File: src/rtl/rx_frame_sched.sv
// rx_frame_sched
//   RX frame store controller. Parser words are written straight into an
//   external 2^ADDR_W x 16 dual-port RAM. Frames failing checksum, aborted by
//   a new sof, over-length, or arriving while the store or the descriptor FIFO
//   is full are rolled back. Committed frames queue as {start,len}
//   descriptors and are streamed out frame-by-frame with valid/ready.
//
//   Parameters: ADDR_W (RAM address width), DESC_DEPTH (descriptor FIFO
//   entries, power of 2).
//   Optional build macro RX_STATS_EN adds saturating counters stat_good,
//   stat_bad and stat_drop.
//
//   Ports:
//     clock, reset                  rising-edge clock, async active-high reset
//     wr_valid/wr_data/wr_sof/wr_eof/crc_ok   parser write side
//     ram_we/ram_waddr/ram_wdata    RAM write port (combinational from wr_*)
//     ram_re/ram_raddr/ram_rdata    RAM read port (data one cycle after re)
//     out_valid/out_data/out_sof/out_eof/out_ready   output stream
//     frame_bad, frame_drop         one-cycle discard pulses
//     frames_pending                descriptors queued
module rx_frame_sched #(
  parameter int unsigned ADDR_W     = 15,
  parameter int unsigned DESC_DEPTH = 16
) (
  input  logic                        clock,
  input  logic                        reset,
  input  logic                        wr_valid,
  input  logic [15:0]                 wr_data,
  input  logic                        wr_sof,
  input  logic                        wr_eof,
  input  logic                        crc_ok,
  output logic                        ram_we,
  output logic [ADDR_W-1:0]           ram_waddr,
  output logic [15:0]                 ram_wdata,
  output logic                        ram_re,
  output logic [ADDR_W-1:0]           ram_raddr,
  input  logic [15:0]                 ram_rdata,
  output logic                        out_valid,
  output logic [15:0]                 out_data,
  output logic                        out_sof,
  output logic                        out_eof,
  input  logic                        out_ready,
  output logic                        frame_bad,
  output logic                        frame_drop,
  output logic [$clog2(DESC_DEPTH):0] frames_pending
`ifdef RX_STATS_EN
  ,
  output logic [15:0]                 stat_good,
  output logic [15:0]                 stat_bad,
  output logic [15:0]                 stat_drop
`endif
);

  localparam int unsigned DW = $clog2(DESC_DEPTH);
  localparam logic [ADDR_W:0]   STORE_WORDS = {1'b1, {ADDR_W{1'b0}}};
  localparam logic [ADDR_W:0]   ONE_P       = 1;
  localparam logic [ADDR_W-1:0] ONE_A       = 1;
  localparam logic [ADDR_W-1:0] LEN_MAX     = '1;
  localparam logic [DW:0]       D_FULL      = {1'b1, {DW{1'b0}}};
  localparam logic [DW:0]       ONE_D       = 1;

  typedef enum logic [1:0] {W_IDLE, W_FRAME, W_DROP} w_state_t;
  typedef enum logic       {R_IDLE, R_STREAM}        r_state_t;

  // ---------------- write side ----------------
  w_state_t          w_state, w_next;
  logic [ADDR_W:0]   wptr, cptr, fptr, wptr_n, cptr_n, waddr_p;
  logic [ADDR_W:0]   wfill, cfill;
  logic [ADDR_W-1:0] start, start_n, wlen, wlen_n;
  logic [ADDR_W-1:0] push_start, push_len;
  logic              push, open, desc_full, desc_empty;

  assign wfill = wptr - fptr;
  assign cfill = cptr - fptr;

  always_comb begin
    w_next     = w_state;
    wptr_n     = wptr;
    cptr_n     = cptr;
    start_n    = start;
    wlen_n     = wlen;
    waddr_p    = wptr;
    ram_we     = 1'b0;
    push       = 1'b0;
    push_start = start;
    push_len   = wlen + ONE_A;
    frame_bad  = 1'b0;
    frame_drop = 1'b0;
    open       = 1'b0;
    unique case (w_state)
      W_IDLE: open = wr_valid && wr_sof;
      W_FRAME: begin
        if (wr_valid) begin
          if (wr_sof) begin
            frame_bad = 1'b1;
            wptr_n    = cptr;
            open      = 1'b1;
          end else if (wfill == STORE_WORDS || wlen == LEN_MAX) begin
            wptr_n     = cptr;
            frame_drop = 1'b1;
            w_next     = wr_eof ? W_IDLE : W_DROP;
          end else begin
            ram_we  = 1'b1;
            wptr_n  = wptr + ONE_P;
            wlen_n  = wlen + ONE_A;
            if (wr_eof) begin
              w_next = W_IDLE;
              if (crc_ok) begin
                push   = 1'b1;
                cptr_n = wptr + ONE_P;
              end else begin
                frame_bad = 1'b1;
                wptr_n    = cptr;
              end
            end
          end
        end
      end
      W_DROP: if (wr_valid && wr_eof) w_next = W_IDLE;
      default: w_next = W_IDLE;
    endcase
    // A new frame always opens at the commit pointer; this also covers the
    // abort-and-restart case where wptr is being rolled back this cycle.
    if (open) begin
      if (desc_full || cfill == STORE_WORDS) begin
        frame_drop = 1'b1;
        wptr_n     = cptr;
        w_next     = wr_eof ? W_IDLE : W_DROP;
      end else begin
        ram_we  = 1'b1;
        waddr_p = cptr;
        start_n = cptr[ADDR_W-1:0];
        wlen_n  = ONE_A;
        wptr_n  = cptr + ONE_P;
        w_next  = W_FRAME;
        if (wr_eof) begin
          w_next = W_IDLE;
          if (crc_ok) begin
            push       = 1'b1;
            push_start = cptr[ADDR_W-1:0];
            push_len   = ONE_A;
            cptr_n     = cptr + ONE_P;
          end else begin
            frame_bad = 1'b1;
            wptr_n    = cptr;
          end
        end
      end
    end
  end

  assign ram_waddr = waddr_p[ADDR_W-1:0];
  assign ram_wdata = ram_we ? wr_data : '0;

  always_ff @(posedge clock or posedge reset) begin
    if (reset) begin
      w_state <= W_IDLE;
      wptr    <= '0;
      cptr    <= '0;
      start   <= '0;
      wlen    <= '0;
    end else begin
      w_state <= w_next;
      wptr    <= wptr_n;
      cptr    <= cptr_n;
      start   <= start_n;
      wlen    <= wlen_n;
    end
  end

  // ---------------- descriptor FIFO ----------------
  logic [ADDR_W-1:0] d_start [DESC_DEPTH];
  logic [ADDR_W-1:0] d_len   [DESC_DEPTH];
  logic [DW:0]       d_wp, d_rp, d_count;
  logic              pop;

  assign d_count        = d_wp - d_rp;
  assign desc_full      = (d_count == D_FULL);
  assign desc_empty     = (d_count == '0);
  assign frames_pending = d_count;

  always_ff @(posedge clock) begin
    if (push) begin
      d_start[d_wp[DW-1:0]] <= push_start;
      d_len[d_wp[DW-1:0]]   <= push_len;
    end
  end

  // ---------------- read side ----------------
  r_state_t          r_state;
  logic [ADDR_W-1:0] raddr, rem;
  logic              first, rd_pend, rd_sof, rd_eof, last_issue, issue_ok;
  logic [1:0]        occ, occ_pop;
  logic [15:0]       sk_data0, sk_data1;
  logic              sk_sof0, sk_sof1, sk_eof0, sk_eof1;
  logic              accept, take_head, store_in;

  // Skid entries plus the word in flight from the RAM never exceed two.
  assign issue_ok   = ({1'b0, occ} + {2'b00, rd_pend}) < 3'd2;
  assign ram_re     = (r_state == R_STREAM) && issue_ok;
  assign last_issue = ram_re && (rem == ONE_A);
  // The next descriptor pops in the same cycle the previous frame's last
  // word issues, so back-to-back frames stream without a bubble.
  assign pop        = !desc_empty && ((r_state == R_IDLE) || last_issue);
  assign ram_raddr  = raddr;

  always_ff @(posedge clock or posedge reset) begin
    if (reset) begin
      r_state <= R_IDLE;
      raddr   <= '0;
      rem     <= '0;
      first   <= 1'b0;
      fptr    <= '0;
      d_wp    <= '0;
      d_rp    <= '0;
      rd_pend <= 1'b0;
      rd_sof  <= 1'b0;
      rd_eof  <= 1'b0;
    end else begin
      if (push) d_wp <= d_wp + ONE_D;
      if (pop)  d_rp <= d_rp + ONE_D;
      if (pop) begin
        r_state <= R_STREAM;
        raddr   <= d_start[d_rp[DW-1:0]];
        rem     <= d_len[d_rp[DW-1:0]];
        first   <= 1'b1;
      end else if (ram_re) begin
        raddr   <= raddr + ONE_A;
        rem     <= rem - ONE_A;
        first   <= 1'b0;
        if (last_issue) r_state <= R_IDLE;
      end
      if (ram_re) fptr <= fptr + ONE_P;
      rd_pend <= ram_re;
      rd_sof  <= ram_re && first;
      rd_eof  <= last_issue;
    end
  end

  // Output is taken from the skid head, or straight from the RAM when the
  // skid is empty; an unaccepted word is parked in the skid so it stays stable.
  always_comb begin
    out_valid = (occ != 2'd0) || rd_pend;
    out_data  = '0;
    out_sof   = 1'b0;
    out_eof   = 1'b0;
    if (occ != 2'd0) begin
      out_data = sk_data0;
      out_sof  = sk_sof0;
      out_eof  = sk_eof0;
    end else if (rd_pend) begin
      out_data = ram_rdata;
      out_sof  = rd_sof;
      out_eof  = rd_eof;
    end
  end

  assign accept    = out_valid && out_ready;
  assign take_head = accept && (occ != 2'd0);
  assign store_in  = rd_pend && !(accept && (occ == 2'd0));
  assign occ_pop   = occ - {1'b0, take_head};

  always_ff @(posedge clock or posedge reset) begin
    if (reset) begin
      occ      <= '0;
      sk_data0 <= '0;
      sk_data1 <= '0;
      sk_sof0  <= 1'b0;
      sk_sof1  <= 1'b0;
      sk_eof0  <= 1'b0;
      sk_eof1  <= 1'b0;
    end else begin
      if (take_head) begin
        sk_data0 <= sk_data1;
        sk_sof0  <= sk_sof1;
        sk_eof0  <= sk_eof1;
      end
      if (store_in) begin
        if (occ_pop == 2'd0) begin
          sk_data0 <= ram_rdata;
          sk_sof0  <= rd_sof;
          sk_eof0  <= rd_eof;
        end else begin
          sk_data1 <= ram_rdata;
          sk_sof1  <= rd_sof;
          sk_eof1  <= rd_eof;
        end
      end
      occ <= occ_pop + {1'b0, store_in};
    end
  end

`ifdef RX_STATS_EN
  always_ff @(posedge clock or posedge reset) begin
    if (reset) begin
      stat_good <= '0;
      stat_bad  <= '0;
      stat_drop <= '0;
    end else begin
      if (push && stat_good != 16'hFFFF)       stat_good <= stat_good + 16'd1;
      if (frame_bad && stat_bad != 16'hFFFF)   stat_bad  <= stat_bad + 16'd1;
      if (frame_drop && stat_drop != 16'hFFFF) stat_drop <= stat_drop + 16'd1;
    end
  end
`endif

endmodule

File: config.mk
export PLATFORM = sky130hd
export DESIGN_NAME = rx_frame_sched
export DESIGN_NICKNAME = d
export VERILOG_FILES = /design/src/rtl/rx_frame_sched.sv
export SDC_FILE = /design/constraint.sdc
export NUM_CORES = 1
export LEC_CHECK = 0
export ABC_AREA = 1
export CAP_MARGIN = 20
export CORE_MARGIN = 3
export CORE_UTILIZATION = 35
export DETAILED_ROUTE_END_ITERATION = 7
export DONT_BUFFER_PORTS = 1
export PLACE_DENSITY = 0.45
export SLEW_MARGIN = 20
export SYNTH_ARGS = -nofsm -noshare
export SYNTH_HDL_FRONTEND = slang
export SYNTH_SLANG_ARGS = --single-unit
File: constraint.sdc
create_clock -name clock -period 8.8 [get_ports clock]
set_clock_uncertainty 0.2 [all_clocks]
set_input_delay 2.64 -clock clock [delete_from_list [all_inputs] [get_ports clock]]
set_output_delay 2.64 -clock clock [all_outputs]
set_load 0.02 [all_outputs]
==> results of run 1 <==
-- layer usage --
metal,vias to the layer above,part of all wire
li1,11000,-
met1,11600,0.42
met2,751,0.49
met3,157,0.055
met4,0,0.030
met5,-,0
-- final cells by class --
| class | count | area share |
|---|---|---|
| flip-flops and latches | 643 | 0.534 |
| inverters | 283 | 0.0310 |
| clock inverters | 28 | 0.00953 |
| clock buffers | 108 | 0.0594 |
| well taps | 1155 | 0.0417 |
| multi-input cells | 2104 | 0.308 |
| diodes | 1 | 0.0000722 |
| repair buffers | 77 | 0.0170 |
-- kinds of logic (layout without fill, tap and decap cells) --
family,count (synthesis),in the layout
flops,643,643
other cells,0,1
xor+xnor,79,79
simple gates,1274,1274
mux,3,3
compound gates,699,699
buf+inv,444,496
fa+ha+maj,49,49
-- through the flow --
step | instances | total power, W | setup slack (ns) | utilization | hold slack (ns)
floorplan | 3191 | 0.00775 | 1.56 | - | 0.242
global placement | 4262 | 0.00950 | 1.67 | 0.371 | 0.255
detailed placement | 4262 | 0.00958 | 1.64 | 0.371 | 0.262
CTS | 4398 | 0.0127 | 1.22 | 0.398 | 0.274
global route | 4398 | 0.0134 | 0.857 | 0.398 | 0.303
finish | 4399 | 0.0126 | 1.26 | 0.398 | 0.281
-- power by group through the flow --
stage / clock network, W / registers (W) / logic [W]
2_1_floorplan: 0 / 0.00419 / 0.00356
6_report: 0.00305 / 0.00441 / 0.00511
3_3_place_gp: 0 / 0.00446 / 0.00504
3_5_place_dp: 0 / 0.00446 / 0.00511
5_1_grt: 0.00324 / 0.00444 / 0.00571
4_1_cts: 0.00312 / 0.00440 / 0.00513
-- worst max path at each step --
stage | endpoint | slack [ns] | cells after the start
6_report | ram_waddr[13] | 1.26 | 13
2_1_floorplan | cptr[0] | 1.56 | 1
4_1_cts | ram_waddr[3] | 1.22 | 13
3_5_place_dp | ram_waddr[0] | 1.64 | 7
5_1_grt | ram_waddr[1] | 0.86 | 13
3_3_place_gp | ram_waddr[13] | 1.67 | 7
-- sequential cells by signal, indices dropped and copies added, names as in the netlist, 2 cells and up --
signal	count
cptr	16
d_len	240
d_rp	5
d_start	240
d_wp	5
fptr	16
occ	2
ram_raddr	15
rem	15
sk_data0	16
sk_data1	16
start	15
w_state	2
wlen	15
wptr	16
-- cell usage in the layout, fill, tap and decap left out, types with 75 or more instances in the layout --
cell         n
nand2_1    608
edfxtp_1   480
o21ai_0    429
nor2_1     391
inv_1      273
nand3_1    173
dfrtp_1    161
o22ai_1     89
buf_4       76
clkbuf_16   75
-- cells in the mapped netlist, drive strengths merged --
library cell,count,share of area
o21bai,2,0.00061
nor4,5,0.0010
a22oi,3,0.00073
or2,5,0.0010
a31oi,19,0.0039
buf,29,0.0055
ha,48,0.020
nand3,174,0.028
a21oi,72,0.012
xnor2,10,0.0028
o311ai,1,0.00028
edfxtp,480,0.47
a221o,1,0.00033
mux2,3,0.0011
clkbuf,132,0.016
a221oi,7,0.0020
o221ai,27,0.0077
a22o,7,0.0020
nand4,28,0.0062
inv,280,0.034
o22ai,89,0.018
o211ai,20,0.0049
nand2,616,0.077
clkinv,3,0.00037
fa,1,0.00065
a21o,1,0.00024
o31ai,1,0.00024
o21ai,437,0.071
a32oi,1,0.00028
nor3,36,0.0067
a211oi,4,0.00098
and2,2,0.00041
xor2,69,0.020
o32ai,6,0.0017
dfrtp,163,0.13
nor2,403,0.049
a41oi,1,0.00028
nand3b,5,0.0012
-- worst min-delay path, cell delays in order, from the launching register on --
cell	delay, ns
dfrtp_1	0.34
nand2_1	0.06
nand2_1	0.05
==> qor.txt, run 1 <==
Yosys cell types = 56
GPL Wtd Cong = 0.888
Number of register bits inferred by synthesis = 643
CTS resizes = 0
CP Launch Type = flip-flop
Filler cell count = 8518
Largest family of logic cells by synthesized area = simple AND/OR/NAND/NOR gates
Drt first-iter violations = 2065
Combinational share of power = 0.407
DR WL/cell = 22.8 µm
Outcome = finished clean
Max clock buf depth = 3
Initial core utilization = 0.353
Psw = 0.00545 W
Post-synthesis xor/xnor area fraction = 0.0225
Die W = 302 µm
Layout cells sized above 1 = 0.0728
DR vias = 23500
Ys Warns = 0
Clock transition at path regs = 0.06 ns
Critical path's top delay family = simple AND/OR/NAND/NOR gates
Worst R2R End = ram_raddr[10]
Htree depth = 3
Syn avg cell area = 9.64 µm²
Routed Wire Length = 100 mm
Area grow syn2layout = 12.7%
Synth Area in Adders = 0.0202
Syn Nets = 3279
Slowest cell on the critical path = nor2_2
Post-Synth Simple-Gate Area = 0.171
Antenna Nets Post-Route = 0
Normalized max-slew margin = 0.310
Grt ovf = 0
# DRC = 0
Pwr Density = 362 mW/mm²
Setup crit start = d_rp[1]
Multi-input gate area = 0.0107 mm²
Seq/Total Area, Yosys = 0.601
Post-DR vias/cell = 5.34
Antenna violations before repair = 1
Sequential cell area = 0.0185 mm²
Met3 Usage GRT = 0.0294
Clock Latency Late Sink = 0.63 ns
Max-cap violation count = 0
Worst Hold Class = flip-flop to flip-flop
Final-report max-slew violation count = 0
Nets = 3271
Hold Violations, Final = 0
Post-synthesis compound-gate area fraction = 0.127
GR met1 Demand/Resource = 0.286
Worst Path Max Fanout = 36
WHS Path Cells = 2
Sw Share = 0.434
Largest net degree at the start of global routing = 123
Clk pwr share = 0.243
Num CTS Buffers = 74
First-pass GRT wire length = 148 mm
Post-CTS setup buffers = 0
I/O pins = 113
Worst EP arrival = 4.70 ns
Worst-margin pin slew = 1.03 ns
Tmin final = 7.54 ns
Path depth of the worst reg2reg path = 14
CP peak stage delay = 0.83 ns
CTS Sinks = 643
DRT Pass-1 Iters = 6
Setup TNS = 0 ns
Post-synthesis mux area share = 0.00110
Maximum VDD drop = 0.173 mV
Hold Crit Endpoint = start[3]
Synthesized instance count = 3191
HP Start = start[3]
Vias in the first global route = 22700
IO Port Bufs = 0
WP buf/inv = 3
Post-CTS Hold Buffers = 0
Sequential share of power = 0.351
Worst path cell trace = clkinv_2 -> ha_1 -> nand2_1 -> o21ai_0 -> xor2_1 -> nor2_1 -> nand4_1 -> buf_4 -> nand2_4 -> nor2_2 -> nand2_1 -> o21ai_0 -> buf_4
GRT busiest layer = met2
CTS tree = yes
CP Class = flip-flop to output port
Post-synth design cell area = 0.0308 mm²
Pleak = 13.5 nW
RR Startpoint = rd_pend
Max Clk Rate = 0.133 GHz
GR Util met2 = 0.373
Area after DPL = 0.0323 mm²
Design area = 0.0347 mm²
Die Ht = 302 µm
CTS root buf = clkbuf_16
Worst Path Required = 5.96 ns
Reg2reg setup slack = 3.20 ns
Core area = 0.0870 mm²
Pint = 0.00711 W
Critical path endpoint category = output port
Die ar. = 0.0915 mm²
Global Route Usage Sum = 0.217
Final setup viols = 0
RSZ-0062 raised after global routing = no
# rows = 108
Hpwl dp = 61.4 mm
Fin crit share = 0.856
Note: power is estimated with default switching activity, not from simulation.
==> run 2, diff against run 1 <==
PLACE_DENSITY = 0.59   (was 0.45)
REMOVE_ABC_BUFFERS = 1   (was unset)
==> run 2 against run 1 <==
Net effect:
- global-route usage is 2.9 points lower
- combinational power decreased by 2%
- maximum frequency up 3.0%
- non-clock buffer count is 1 higher
- sequential share of layout area grew 0.16 points
- total power fell by 2.6%
- critical path type is now input pin to output port
==> qor.txt, run 2 (synthesis gave the netlist of run 1 again) <==
Outcome = finished clean (unchanged)
Global Route Usage Sum = 0.188 (was 0.217)
Normalized max-slew margin = 0.307 (was 0.310)
Die W = 302 µm (unchanged)
CTS tree = yes (unchanged)
DR vias = 23100 (was 23500)
Htree depth = 3 (unchanged)
Max-cap violation count = 0 (unchanged)
Hold Crit Endpoint = fptr[2] (was start[3])
# rows = 108 (unchanged)
Die Ht = 302 µm (unchanged)
CTS Sinks = 643 (unchanged)
Hold Violations, Final = 0 (unchanged)
Clock transition at path regs = 0.05 ns (was 0.06 ns)
Critical path endpoint category = output port (unchanged)
Met3 Usage GRT = 0.0358 (was 0.0294)
Slowest cell on the critical path = nor2_2 (unchanged)
WHS Path Cells = 1 (was 2)
Max Clk Rate = 0.137 GHz (was 0.133 GHz)
Pwr Density = 354 mW/mm² (was 362 mW/mm²)
Antenna Nets Post-Route = 0 (unchanged)
Nets = 3268 (was 3271)
Post-CTS Hold Buffers = 0 (unchanged)
Die ar. = 0.0915 mm² (unchanged)
# DRC = 0 (unchanged)
GR met1 Demand/Resource = 0.270 (was 0.286)
Final-report max-slew violation count = 0 (unchanged)
Area grow syn2layout = 12.4% (was 12.7%)
Fin crit share = 0.832 (was 0.856)
Pre-CTS WS = 1.52 ns (was 1.64 ns)
CTS resizes = 0 (unchanged)
Drt first-iter violations = 2209 (was 2065)
Num CTS Buffers = 70 (was 74)
Max clock buf depth = 3 (unchanged)
IO Port Bufs = 0 (unchanged)
Worst-margin pin slew = 1.03 ns (about the same)
Most common cell after layout, fill and taps aside = nand2_1 (unchanged)
GPL Wtd Cong = 0.903 (was 0.888)
Post-route total power = 0.0122 W (was 0.0126 W)
HP Start = fptr[2] (was start[3])
Initial core utilization = 0.353 (unchanged)
Pleak = 13.5 nW (about the same)
Worst Hold Class = flip-flop to flip-flop (unchanged)
Most frequent cells in the layout = nand2_1, edfxtp_1, o21ai_0, nor2_1, inv_1 (unchanged)
Largest net degree at the start of global routing = 182 (was 123)
Path depth of the worst reg2reg path = 14 (unchanged)
Antenna violations before repair = 0 (was 1)
Worst Path Max Fanout = 21 (was 36)
Vias in the first global route = 21300 (was 22700)
Reg2reg setup slack = 3.71 ns (was 3.20 ns)
Grt ovf = 0 (unchanged)
Final setup viols = 0 (unchanged)
RR Startpoint = d_wp[0] (was rd_pend)
RSZ-0062 raised after global routing = no (unchanged)
Worst path cell trace = inv_1 -> nor3_2 -> buf_4 -> inv_1 -> nor2_2 -> buf_4 -> nand2_1 -> o21ai_0 -> buf_4 (was clkinv_2 -> ha_1 -> nand2_1 -> o21ai_0 -> xor2_1 -> nor2_1 -> nand4_1 -> buf_4 -> nand2_4 -> nor2_2 -> nand2_1 -> o21ai_0 -> buf_4)
Core area = 0.0870 mm² (unchanged)
Layout cells sized above 1 = 0.0730 (was 0.0728)
First-pass GRT wire length = 131 mm (was 148 mm)
GR Util met2 = 0.288 (was 0.373)
PnR worst setup slack = 1.48 ns (was 1.26 ns)
CTS root buf = clkbuf_16 (unchanged)
CP peak stage delay = 0.49 ns (was 0.83 ns)
Hpwl dp = 52.5 mm (was 61.4 mm)
Worst EP arrival = 4.48 ns (was 4.70 ns)
DRT Pass-1 Iters = 5 (was 6)
Worst Path Required = 5.96 ns (about the same)
Tmin final = 7.32 ns (was 7.54 ns)
Diodes inserted = 0 (was 1)
Crit path top cell by count = buf_4
I/O pins = 113 (unchanged)
Maximum VDD drop = 0.234 mV (was 0.173 mV)
Post-DR vias/cell = 5.26 (was 5.34)
GRT busiest layer = met2 (unchanged)
DR WL/cell = 19.9 µm (was 22.8 µm)
Post-CTS setup buffers = 0 (unchanged)
Filler cell count = 8549 (was 8518)
Routed Wire Length = 87.5 mm (was 100 mm)
CP Launch Type = input pin (was flip-flop)
Worst R2R End = d_start[12][14] (was ram_raddr[10])
Clock Latency Late Sink = 0.61 ns (was 0.63 ns)
CP Class = input pin to output port (was flip-flop to output port)
## run 2: cell count changes in the layout (fill, tap and decap cells not counted), sizes merged
cell and change:
clkbuf -6, inv -4, clkinvlp +3, bufinv -2, buf +1, diode -1
## run 2: worst max-delay path, delay by kind of cell
family,cells,cell delay [ns]
buffers and inverters,5,0.98
AND/OR/NAND/NOR,3,0.74
AO/OA/AOI/OAI,1,0.11
## run 2: layer usage
layer | wire length (µm) | vias up | part of all wire
met2 | 39400 | 795 | 0.45
li1 | - | 11000 | -
met5 | 0 | - | 0
met3 | 6360 | 147 | 0.073
met1 | 39000 | 11200 | 0.45
met4 | 2730 | 0 | 0.031
## run 2: metrics by stage
step	hold WS [ns]	utilization	instances	area [µm²]	TNS [ns]
after floorplan	0.242	-	3030	30100	-47.03
after global placement	0.254	0.371	4262	32300	0
after detailed placement	0.265	0.371	4262	32300	0
after CTS	0.277	0.397	4389	34500	0
after global routing	0.304	0.397	4390	34600	0
final	0.277	0.397	4390	34600	0
## run 2: cell type report
type | count | area, µm² | area share
sequential | 643 | 18500 | 0.535
multi-input combinational | 2104 | 10700 | 0.309
clock buffer | 102 | 2060 | 0.0595
tap | 1155 | 1450 | 0.0418
inverter | 283 | 1080 | 0.0312
timing repair buffer | 78 | 618 | 0.0179
clock inverter | 25 | 201 | 0.00583
## run 2: report_power, final
group / switching, W / leakage (nW) / internal, W / total (W)
registers: 0.000439 / 6.33 / 0.00388 / 0.00432
clock network: 0.00121 / 1.10 / 0.00169 / 0.00290
logic: 0.00355 / 6.06 / 0.00147 / 0.00502
total: 0.00519 / 13.5 / 0.00703 / 0.0122
## run 2: worst max path at each step
stage          slack, ns     from             to
6_report            1.48   wr_sof   ram_waddr[8]
3_5_place_dp        1.52   wr_sof   ram_waddr[0]
5_1_grt             1.30   wr_sof   ram_waddr[3]
2_1_floorplan      -1.13  d_rp[0]  ram_raddr[10]
3_3_place_gp        1.49   wr_sof   ram_waddr[5]
4_1_cts             1.50   wr_sof   ram_waddr[0]
==> run 3, diff against run 2 <==
clock period = 6.95 ns   (was 8.8 ns; I/O delays follow)
==> run 3 against run 2 <==
Net effect:
- count of clock-buffer cells in the layout shrank 9
- critical path depth is 8 higher
- non-clock buffer count is 6 higher
- worst setup slack lost 0.98 ns
- sequential power up 26%
- die area stayed put
- utilization up 0.11 points
- cell area is 0.28% higher
- sequential share of layout area is 0.15 points lower
- critical path type is now flip-flop to output port
==> qor.txt, run 3 (synthesis gave the netlist of run 1 again) <==
Core area = 0.0870 mm² (unchanged)
Post-CTS Hold Buffers = 0 (unchanged)
Top Layer Used = met4 (unchanged)
Final-report max-slew violation count = 0 (unchanged)
Pwr Density = 451 mW/mm² (was 354 mW/mm²)
Nets = 3273 (was 3268)
Post-DR vias/cell = 5.29 (was 5.26)
Worst Path Max Fanout = 34 (was 21)
CTS tree = yes (unchanged)
Die ar. = 0.0915 mm² (unchanged)
Global Route Usage Sum = 0.189 (was 0.188)
Outcome = finished clean (unchanged)
Multi-input gate area = 0.0107 mm² (about the same)
Antenna violations before repair = 0 (unchanged)
Vias in the first global route = 21700 (was 21300)
Most frequent cells in the layout = nand2_1, edfxtp_1, o21ai_0, nor2_1, inv_1 (unchanged)
Grt ovf = 0 (unchanged)
Critical path endpoint category = output port (unchanged)
Pleak = 13.5 nW (about the same)
PnR worst setup slack = 0.503 ns (was 1.48 ns)
Worst EP arrival = 4.16 ns (was 4.48 ns)
Max Clk Rate = 0.155 GHz
Die Ht = 302 µm (unchanged)
Hold Violations, Final = 0 (unchanged)
Antenna Nets Post-Route = 0 (unchanged)
# rows = 108 (unchanged)
CP peak stage delay = 0.51 ns (was 0.49 ns)
Post-route total power = 0.0156 W (was 0.0122 W)
Filler cell count = 8578 (was 8549)
I/O pins = 113 (unchanged)
Normalized max-slew margin = 0.326 (was 0.307)
Crit path top cell by count = nand2_1 (was buf_4)
Design area = 0.0347 mm² (was 0.0346 mm²)
Num CTS Buffers = 69 (was 70)
Diodes inserted = 0 (unchanged)
Htree depth = 3 (unchanged)
Pre-CTS WS = 1.09 ns (was 1.52 ns)
Met2 wire length = 39.8 mm (was 39.4 mm)
Post-CTS setup buffers = 0 (unchanged)
Layout cells sized above 1 = 0.0741 (was 0.0730)
Die W = 302 µm (unchanged)
# DRC = 0 (unchanged)
Fin crit share = 0.928
Maximum VDD drop = 0.315 mV (was 0.234 mV)
CTS Sinks = 643 (unchanged)
CTS resizes = 0 (unchanged)
Drt first-iter violations = 2546 (was 2209)
Worst Path Required = 4.66 ns (was 5.96 ns)
Sequential cell area = 0.0185 mm² (unchanged)
Clock transition at path regs = 0.05 ns (about the same)
IO Port Bufs = 0 (unchanged)
Slowest cell on the critical path = dfrtp_1 (was nor2_2)
Initial core utilization = 0.353 (unchanged)
Worst path cell trace = ha_1 -> a21oi_1 -> o21ai_2 -> nand3_1 -> nand2_1 -> nand2_1 -> nand2_1 -> nand2_1 -> nand2_1 -> nor2_1 -> nand4_4 -> nand2_4 -> inv_4 -> nand2_8 -> nand2_8 -> inv_2 -> nor2_1 (was inv_1 -> nor3_2 -> buf_4 -> inv_1 -> nor2_2 -> buf_4 -> nand2_1 -> o21ai_0 -> buf_4)
RSZ-0062 raised after global routing = no (unchanged)
CP Class = flip-flop to output port (was input pin to output port)
GPL Wtd Cong = 0.896 (was 0.903)
Tmin final = 6.45 ns
Critical path's top delay family = simple AND/OR/NAND/NOR gates (was buffers and inverters)
Clock Latency Late Sink = 0.62 ns (was 0.61 ns)
CTS root buf = clkbuf_16 (unchanged)
Max-cap violation count = 0 (unchanged)
Met1 wire length = 38.8 mm (was 39.0 mm)
CP Launch Type = flip-flop (was input pin)
Worst-margin pin slew = 1.01 ns (was 1.03 ns)
First-pass GRT wire length = 132 mm (was 131 mm)
WP buf/inv = 2 (was 5)
Final setup viols = 0 (unchanged)
Hpwl dp = 52.8 mm (was 52.5 mm)
Setup TNS = 0 ns (unchanged)
Max clock buf depth = 3 (unchanged)
Routed Wire Length = 88.1 mm (was 87.5 mm)
DR WL/cell = 20.0 µm (was 19.9 µm)
DR vias = 23300 (was 23100)
DRT Pass-1 Iters = 6 (was 5)
Final Util = 0.398 (was 0.397)
Area after DPL = 0.0323 mm² (about the same)
Met3 Wirelength = 6.81 mm (was 6.36 mm)
Most common cell after layout, fill and taps aside = nand2_1 (unchanged)
Area grow syn2layout = 12.7% (was 12.4%)
Worst Hold Class = flip-flop to flip-flop (unchanged)
Largest net degree at the start of global routing = 181 (was 182)
==> run 3: changes by cell type in the layout (fill, tap and decap cells not counted), sizes merged <==
cell      previous run  this run
buf                 78        84
bufinv               2         9
clkbuf             102        93
clkinv              21        23
clkinvlp             4         2
inv                281       283
==> run 3: worst reg2reg max path: cells and delay by family, from the launching register on <==
kind	cells	cell delay, ns
simple gates	14	2.67
buf+inv	2	0.59
flops	1	0.51
fa+ha+maj	1	0.41
compound gates	1	0.22
==> run 3: worst paths after layout <==
kind	start	to	slack [ns]	cells after the start
worst min register to register	start[7]	start[7]	0.27	2
worst min-delay path	start[7]	start[7]	0.27	2
max in group asynchronous	reset	start[14]	4.14	2
min in group asynchronous	reset	sk_data0[4]	1.21	1
worst max-delay path	cptr[2]	ram_wdata[8]	0.50	17
worst max register to register	cptr[2]	d_len[10][4]	1.98	18
==> run 3: report_power, final <==
group	internal [W]	switching, W	leakage, nW
registers	0.00491	0.000525	6.33
clock network	0.00224	0.00154	1.13
logic	0.00190	0.00452	6.08
==> run 3: cell type report <==
class / count / share of cell area
sequential: 643 / 0.534
inverter: 283 / 0.0311
multi-input combinational: 2104 / 0.307
clock buffer: 93 / 0.0539
timing repair buffer: 84 / 0.0189
clock inverter: 34 / 0.0133
tap: 1155 / 0.0417
==> run 3: stage by stage <==
step / hold WS, ns / cells
global route: 0.289 / 4396
CTS: 0.269 / 4396
global placement: 0.253 / 4269
finish: 0.269 / 4396
floorplan: 0.242 / 3030
detailed placement: 0.258 / 4269
==> run 3: layer usage <==
layer / global-route usage / vias to the layer above
li1: - / 11000
met3: 0.0347 / 155
met1: 0.270 / 11300
met4: 0.0560 / 0
met2: 0.296 / 826
met5: 0 / -
